### src/rtl/frame_seq_ctrl_if.sv
// rtl/frame_seq_ctrl_if.sv - config handshake bundle for the frame sequencer
interface frame_seq_ctrl_if #(
    parameter int HW = 16,
    parameter int VW = 13,
    parameter int FW = 8
);
    logic          cfg_valid;
    logic          cfg_ready;
    logic [HW-1:0] cfg_h_total;
    logic [HW-1:0] cfg_h_bp;
    logic [VW-1:0] cfg_v_total;
    logic [VW-1:0] cfg_v_bp;
    logic [FW-1:0] cfg_num_frames;

    modport master (
        output cfg_valid, cfg_h_total, cfg_h_bp, cfg_v_total, cfg_v_bp, cfg_num_frames,
        input  cfg_ready
    );

    modport slave (
        input  cfg_valid, cfg_h_total, cfg_h_bp, cfg_v_total, cfg_v_bp, cfg_num_frames,
        output cfg_ready
    );
endinterface

### src/rtl/frame_seq_ctrl.sv
// rtl/frame_seq_ctrl.sv - HD/VD frame sequencer; FRAME_SEQ_CONTINUOUS_EN enables free-run on num_frames==0
module frame_seq_ctrl #(
    parameter int HW         = 16,
    parameter int VW         = 13,
    parameter int FW         = 8,
    parameter int ARM_CYCLES = 3
) (
    input  logic               clk,
    input  logic               rst_n,
    frame_seq_ctrl_if.slave    cfg,
    input  logic               start,
    input  logic               abort,
    output logic               HD,
    output logic               VD,
    output logic [HW-1:0]      hcnt,
    output logic [VW-1:0]      vcnt,
    output logic [FW-1:0]      frame_idx,
    output logic               busy,
    output logic               frame_done,
    output logic               seq_done
);
    localparam int AW = (ARM_CYCLES > 1) ? $clog2(ARM_CYCLES) : 1;

    typedef enum logic [1:0] {S_IDLE, S_ARM, S_RUN, S_DONE} state_t;

    state_t        r_state;
    state_t        w_next;
    logic [HW-1:0] r_h_total, r_h_bp, r_hcnt;
    logic [VW-1:0] r_v_total, r_v_bp, r_vcnt;
    logic [FW-1:0] r_num_frames, r_frame_idx;
    logic [AW-1:0] r_arm_cnt;
    logic          r_cfg_loaded;
    logic          r_frame_done;

    logic          w_free_run;
    logic          w_start_ok;
    logic          w_line_end;
    logic          w_frame_end;
    logic          w_last_frame;
    logic          w_arm_end;
    logic [FW-1:0] w_frame_inc;

`ifdef FRAME_SEQ_CONTINUOUS_EN
    assign w_free_run = (r_num_frames == '0);
`else
    assign w_free_run = 1'b0;
`endif

    assign w_start_ok   = r_cfg_loaded && ((r_num_frames != '0) || w_free_run);
    assign w_line_end   = (r_hcnt == r_h_total);
    assign w_frame_end  = (r_state == S_RUN) && w_line_end && (r_vcnt == r_v_total);
    assign w_frame_inc  = r_frame_idx + FW'(1);
    // free-run never terminates, even when frame_idx wraps back onto num_frames (0)
    assign w_last_frame = !w_free_run && (w_frame_inc == r_num_frames);
    assign w_arm_end    = (r_arm_cnt == AW'(ARM_CYCLES - 1));

    always_ff @(posedge clk or negedge rst_n) begin
        if (!rst_n) r_state <= S_IDLE;
        else        r_state <= w_next;
    end

    always_comb begin
        w_next = r_state;
        case (r_state)
            S_IDLE: if (start && w_start_ok) w_next = S_ARM;
            S_ARM:  if (w_arm_end) w_next = S_RUN;
            S_RUN:  if (w_frame_end && w_last_frame) w_next = S_DONE;
            S_DONE: w_next = S_IDLE;
            default: w_next = S_IDLE;
        endcase
        if (abort) w_next = S_IDLE;
    end

    // geometry only moves in IDLE, so a running sequence always sees a stable config
    always_ff @(posedge clk or negedge rst_n) begin
        if (!rst_n) begin
            r_h_total    <= '0;
            r_h_bp       <= '0;
            r_v_total    <= '0;
            r_v_bp       <= '0;
            r_num_frames <= '0;
            r_cfg_loaded <= 1'b0;
        end else if (r_state == S_IDLE && cfg.cfg_valid) begin
            r_h_total    <= cfg.cfg_h_total;
            r_h_bp       <= cfg.cfg_h_bp;
            r_v_total    <= cfg.cfg_v_total;
            r_v_bp       <= cfg.cfg_v_bp;
            r_num_frames <= cfg.cfg_num_frames;
            r_cfg_loaded <= 1'b1;
        end
    end

    always_ff @(posedge clk or negedge rst_n) begin
        if (!rst_n) begin
            r_hcnt       <= '0;
            r_vcnt       <= '0;
            r_frame_idx  <= '0;
            r_arm_cnt    <= '0;
            r_frame_done <= 1'b0;
        end else if (abort && r_state != S_IDLE) begin
            r_hcnt       <= '0;
            r_vcnt       <= '0;
            r_frame_idx  <= '0;
            r_arm_cnt    <= '0;
            r_frame_done <= 1'b0;
        end else begin
            r_frame_done <= w_frame_end;
            case (r_state)
                S_IDLE: begin
                    if (w_next == S_ARM) begin
                        r_arm_cnt   <= '0;
                        r_frame_idx <= '0;
                    end
                end
                S_ARM: r_arm_cnt <= r_arm_cnt + AW'(1);
                S_RUN: begin
                    r_hcnt <= w_line_end ? '0 : r_hcnt + HW'(1);
                    if (w_line_end)
                        r_vcnt <= (r_vcnt == r_v_total) ? '0 : r_vcnt + VW'(1);
                    if (w_frame_end)
                        r_frame_idx <= w_frame_inc;
                end
                default: begin
                    r_hcnt <= '0;
                    r_vcnt <= '0;
                end
            endcase
        end
    end

    assign cfg.cfg_ready = (r_state == S_IDLE);
    assign busy          = (r_state != S_IDLE);
    assign HD            = (r_state == S_RUN) && (r_hcnt > r_h_bp);
    assign VD            = (r_state == S_RUN) && (r_vcnt > r_v_bp);
    assign hcnt          = r_hcnt;
    assign vcnt          = r_vcnt;
    assign frame_idx     = r_frame_idx;
    assign frame_done    = r_frame_done;
    assign seq_done      = (r_state == S_DONE);
endmodule
### src/flat_wrapper.sv
// flat-port wrapper written by rule: the top's interface ports become plain ports
module frame_seq_ctrl_flat 
#(
    parameter int HW         = 16,
    parameter int VW         = 13,
    parameter int FW         = 8,
    parameter int ARM_CYCLES = 3
)
  (clk, rst_n, start, abort, HD, VD, hcnt, vcnt, frame_idx, busy, frame_done, seq_done, cfg_cfg_valid, cfg_cfg_h_total, cfg_cfg_h_bp, cfg_cfg_v_total, cfg_cfg_v_bp, cfg_cfg_num_frames, cfg_cfg_ready);
  frame_seq_ctrl_if #(.HW(HW), .VW(VW), .FW(FW)) cfg_i ();
  input  logic clk;
  input  logic rst_n;
  input  logic start;
  input  logic abort;
  output logic HD;
  output logic VD;
  output logic [HW-1:0] hcnt;
  output logic [VW-1:0] vcnt;
  output logic [FW-1:0] frame_idx;
  output logic busy;
  output logic frame_done;
  output logic seq_done;
  input wire logic [$bits(cfg_i.cfg_valid)-1:0] cfg_cfg_valid;
  input wire logic [$bits(cfg_i.cfg_h_total)-1:0] cfg_cfg_h_total;
  input wire logic [$bits(cfg_i.cfg_h_bp)-1:0] cfg_cfg_h_bp;
  input wire logic [$bits(cfg_i.cfg_v_total)-1:0] cfg_cfg_v_total;
  input wire logic [$bits(cfg_i.cfg_v_bp)-1:0] cfg_cfg_v_bp;
  input wire logic [$bits(cfg_i.cfg_num_frames)-1:0] cfg_cfg_num_frames;
  output wire logic [$bits(cfg_i.cfg_ready)-1:0] cfg_cfg_ready;
  assign cfg_i.cfg_valid = cfg_cfg_valid;
  assign cfg_i.cfg_h_total = cfg_cfg_h_total;
  assign cfg_i.cfg_h_bp = cfg_cfg_h_bp;
  assign cfg_i.cfg_v_total = cfg_cfg_v_total;
  assign cfg_i.cfg_v_bp = cfg_cfg_v_bp;
  assign cfg_i.cfg_num_frames = cfg_cfg_num_frames;
  assign cfg_cfg_ready = cfg_i.cfg_ready;
  frame_seq_ctrl #(.HW(HW), .VW(VW), .FW(FW), .ARM_CYCLES(ARM_CYCLES)) u_core (.clk(clk), .rst_n(rst_n), .cfg(cfg_i), .start(start), .abort(abort), .HD(HD), .VD(VD), .hcnt(hcnt), .vcnt(vcnt), .frame_idx(frame_idx), .busy(busy), .frame_done(frame_done), .seq_done(seq_done));
endmodule
### config.mk
export PLATFORM = sky130hd
export DESIGN_NAME = frame_seq_ctrl_flat
export DESIGN_NICKNAME = d
export VERILOG_FILES = /design/src/rtl/frame_seq_ctrl_if.sv /design/src/rtl/frame_seq_ctrl.sv /design/src/flat_wrapper.sv
export SDC_FILE = /design/constraint.sdc
export NUM_CORES = 1
export LEC_CHECK = 0
export CAP_MARGIN = 20
export CORE_ASPECT_RATIO = 1.1
export CORE_UTILIZATION = 53
export CTS_CLUSTER_SIZE = 14
export DETAILED_ROUTE_END_ITERATION = 12
export PLACE_DENSITY = 0.86
export SETUP_SLACK_MARGIN = 0.1
export SYNTH_ARGS = -nofsm -noshare
export SYNTH_HDL_FRONTEND = slang
export SYNTH_SLANG_ARGS = --single-unit
### constraint.sdc
create_clock -name clk -period 2.7 [get_ports clk]
set_clock_uncertainty 0.05 [all_clocks]
set_input_delay 0.405 -clock clk [delete_from_list [all_inputs] [get_ports clk]]
set_output_delay 0.405 -clock clk [all_outputs]
set_load 0.03 [all_outputs]
==> impl_metrics.py <==
metrics = {
    "power_and_ir_drop": {
        "pwr-share-clk_pct": 30.7,
        "power_leakage_uw": 0.00344,
        "ir_worst_vdd_mv": 0.383,
        "powerDensity_mw_per_mm2": 544,
        "power_frac_seq_pct": 46.2,
        "power_switching_uw": 1230,
        "p_int_uw": 3120,
        "fin_total_pwr_uw": 4360,
        "combPwrFrac_pct": 23.1,
        "p_sw_share_pct": 28.3,
    },
    "sta": {
        "holdWs_ps": 23.1,
        "worst_pin_slew_ps": 645,
        "rsz0062_at_grt": "true",
        "hold_viol_final": 0,
        "setup_viol": 0,
        "tns_ps": 0,
        "slew_headroom_pct": 57.0,
        "fmax_mhz": 393,
        "fin_crit_sh_pct": 94.2,
        "post-route-min-period_ps": 2540,
        "maxSlewViolCount": 0,
    },
    "cts": {
        "cts.sinks": 109,
        "clk_latency_ps": 350,
        "cts.path.max_buffers": 2,
        "tritoncts": "yes",
        "h-tree-depth": 3,
        "path_clk_slew_ps": 70,
        "cts_buffers": 9,
        "root_buffer": "clkbuf_16",
    },
    "synth": {
        "synth_top_flop_cell": "dfrtp_1",
        "synth_warnings": 0,
        "synth_edf_count": 0,
        "netlist_area_mm2": 0.00603,
        "ys_types": 64,
        "synth_nets": 708,
        "synthArstFlopShare_pct": 100,
        "synth_seq_area_share_pct": 45.2,
        "synthCells": 604,
        "ys_ff_latch": 109,
        "avgSynthCellArea_um2": 9.98,
    },
    "drt": {
        "vias": 5223,
        "firstDrtPassIters": 5,
        "first_iter_violations": 264,
        "drt-wirelength-per-cell_um": 17.8,
        "remaining_drc_errors": 0,
        "postRouteAntennaNets": 0,
        "vias_per_cell": 5.76,
        "drt-total-wl_um": 16100,
    },
    "placement": {
        "gp_congestion": 0.907,
        "placement.io_buffers": 113,
        "placed_area_mm2": 0.00756,
        "dp_cells": 885,
        "dp_hpwl_um": 11600,
    },
    "setup_path": {
        "crit_start": "u_core.r_h_bp[1]$_DFFE_PN0P_",
        "worst_r2r_startpoint": "u_core.hcnt[1]$_DFFE_PN0P_",
        "path_max_fanout": 2,
        "end_kind": "primary output",
        "critPathArrivalTime_ps": 2090,
        "critical_path_class": "flop to primary output",
        "cp-start-kind": "flop",
        "worst_ep_required_time_ps": 2250,
    },
    "floorplanning": {
        "die_area_mm2": 0.0118,
        "die_h_um": 114,
        "coreArea_mm2": 0.0110,
        "die_w_um": 104,
        "io-pin-count": 114,
        "start_util_pct": 54.8,
        "rows": 40,
    },
    "cells_and_area": {
        "layout-drive-gt1-share_pct": 18.6,
        "instances_no_fill": 906,
        "final_cell_area_mm2": 0.00801,
        "final_common_cell": "clkdlybuf4s50_1",
        "layout-area-overhead-vs-synth_pct": 32.9,
        "final_cell_mix": "clkdlybuf4s50_1, dfrtp_1, nand2_1",
        "antenna_cells": 0,
        "n_fill_cell": 771,
        "layout.nets": 858,
    },
    "global_routing": {
        "grt_antenna_before_repair": 0,
        "grt_pass1_vias": 5405,
        "grt_max_degree": 95,
        "grt_pass1_wl_um": 26300,
        "grt.overflow.total": 0,
        "track_usage_pct": 28.2,
    },
    "worst_hold_path": {
        "holdCritPathClass": "input port to asynchronous set/reset pin",
    },
    "run": {
        "max_cap_viol_count": 0,
    },
    "status": {
        "status": "finished, final reports clean",
    },
}
critical path: stages, from the launching register on:
cell and delay, ps:
dfrtp_1 370, inv_2 80, ha_4 210, nor2b_1 130
o21a_1 170, o21ai_2 140, a211oi_2 90, o31ai_2 260
a21oi_2 110, buf_4 180
metal layers:
layer | vias to the layer above | GRT usage [%] | wire length [um]
met2 | 197 | 50.2 | 8170
li1 | 2431 | - | -
met3 | 43 | 5.03 | 969
met1 | 2552 | 32.7 | 6330
met5 | - | 0 | 0
met4 | 0 | 15.2 | 639
worst paths after layout:
path	cells past startpoint	end	slack [ps]
setup / recovery	9	HD	160
hold / removal	1	u_core.hcnt[15]$_DFFE_PN0P_	20
setup reg to reg	10	u_core.r_state[0]$_DFF_PN0_	250
hold reg to reg	1	u_core.r_cfg_loaded$_DFFE_PN0P_	440
max in group asynchronous	2	u_core.r_h_total[15]$_DFFE_PN0P_	1740
min in group clk	1	u_core.r_cfg_loaded$_DFFE_PN0P_	440
registers in the layout, indices dropped and copies added, names as in the netlist, 8 cells and up:
name,cells
u_core.r_h_bp,16
u_core.r_h_total,16
u_core.vcnt,13
u_core.hcnt,16
u_core.r_v_bp,13
u_core.frame_idx,8
u_core.r_num_frames,8
u_core.r_v_total,13
metrics by stage:
step / utilization, % / setup slack, ps
after floorplan: - / 289
after global placement: 68.7 / -1.68
after detailed placement: 68.7 / -38.3
after CTS: 71.7 / 79.1
after global routing: 72.8 / 91.4
final: 72.8 / 157
cell families after synthesis:
family	after synthesis	share of synthesized area [%]
xor+xnor	44	6.39
flops	109	45.2
compound gates	121	12.7
mux	43	7.99
fa+ha+maj	33	6.85
simple gates	194	16.4
buf+inv	60	4.42
power by group through the flow:
| stage | Clock (uW) | Combinational (uW) | Sequential [uW] |
|---|---|---|---|
| 2_1_floorplan | 0 | 613 | 2010 |
| 3_3_place_gp | 0 | 881 | 2020 |
| 3_5_place_dp | 0 | 940 | 2040 |
| 4_1_cts | 1340 | 968 | 2010 |
| 5_1_grt | 1410 | 1110 | 2040 |
| 6_report | 1340 | 1010 | 2010 |
what timing repair did:
item | in CTS | in global routing
hold buffers | 0 | 0
buffers inserted | 3 | 3
gates cloned | 0 | 0
pin swaps | 11 | 15
gates resized for setup | 17 | 21
setup endpoints to repair | 2 | 16
cell type report:
class / instances / area [um2] / share of cell area [%]
clock buffer: 12 / 246 / 3.08
sequential: 109 / 2730 / 34.0
multi-input combinational: 435 / 3160 / 39.5
clock inverter: 4 / 47.5 / 0.593
inverter: 38 / 143 / 1.78
timing repair buffer: 161 / 1500 / 18.7
tap: 147 / 184 / 2.30
cell usage after synthesis, drive strengths merged, types with 6 or more instances:
cell type	instances	area share [%]
dfrtp	109	45
xnor2	36	5.2
nand2b	8	0.83
clkbuf	7	0.60
a21oi	15	1.2
nand4	14	1.5
mux2	41	7.7
a31oi	8	0.83
xor2	8	1.2
a21o	6	0.75
nand2	70	4.4
or2	6	0.62
buf	15	1.5
ha	33	6.8
o21ai	54	4.5
nand3	24	2.3
nor2	31	1.9
inv	38	2.4
nor3	7	0.66
o31ai	7	0.87
and3	7	0.75
No activity file was read; power rests on OpenSTA's default activity.
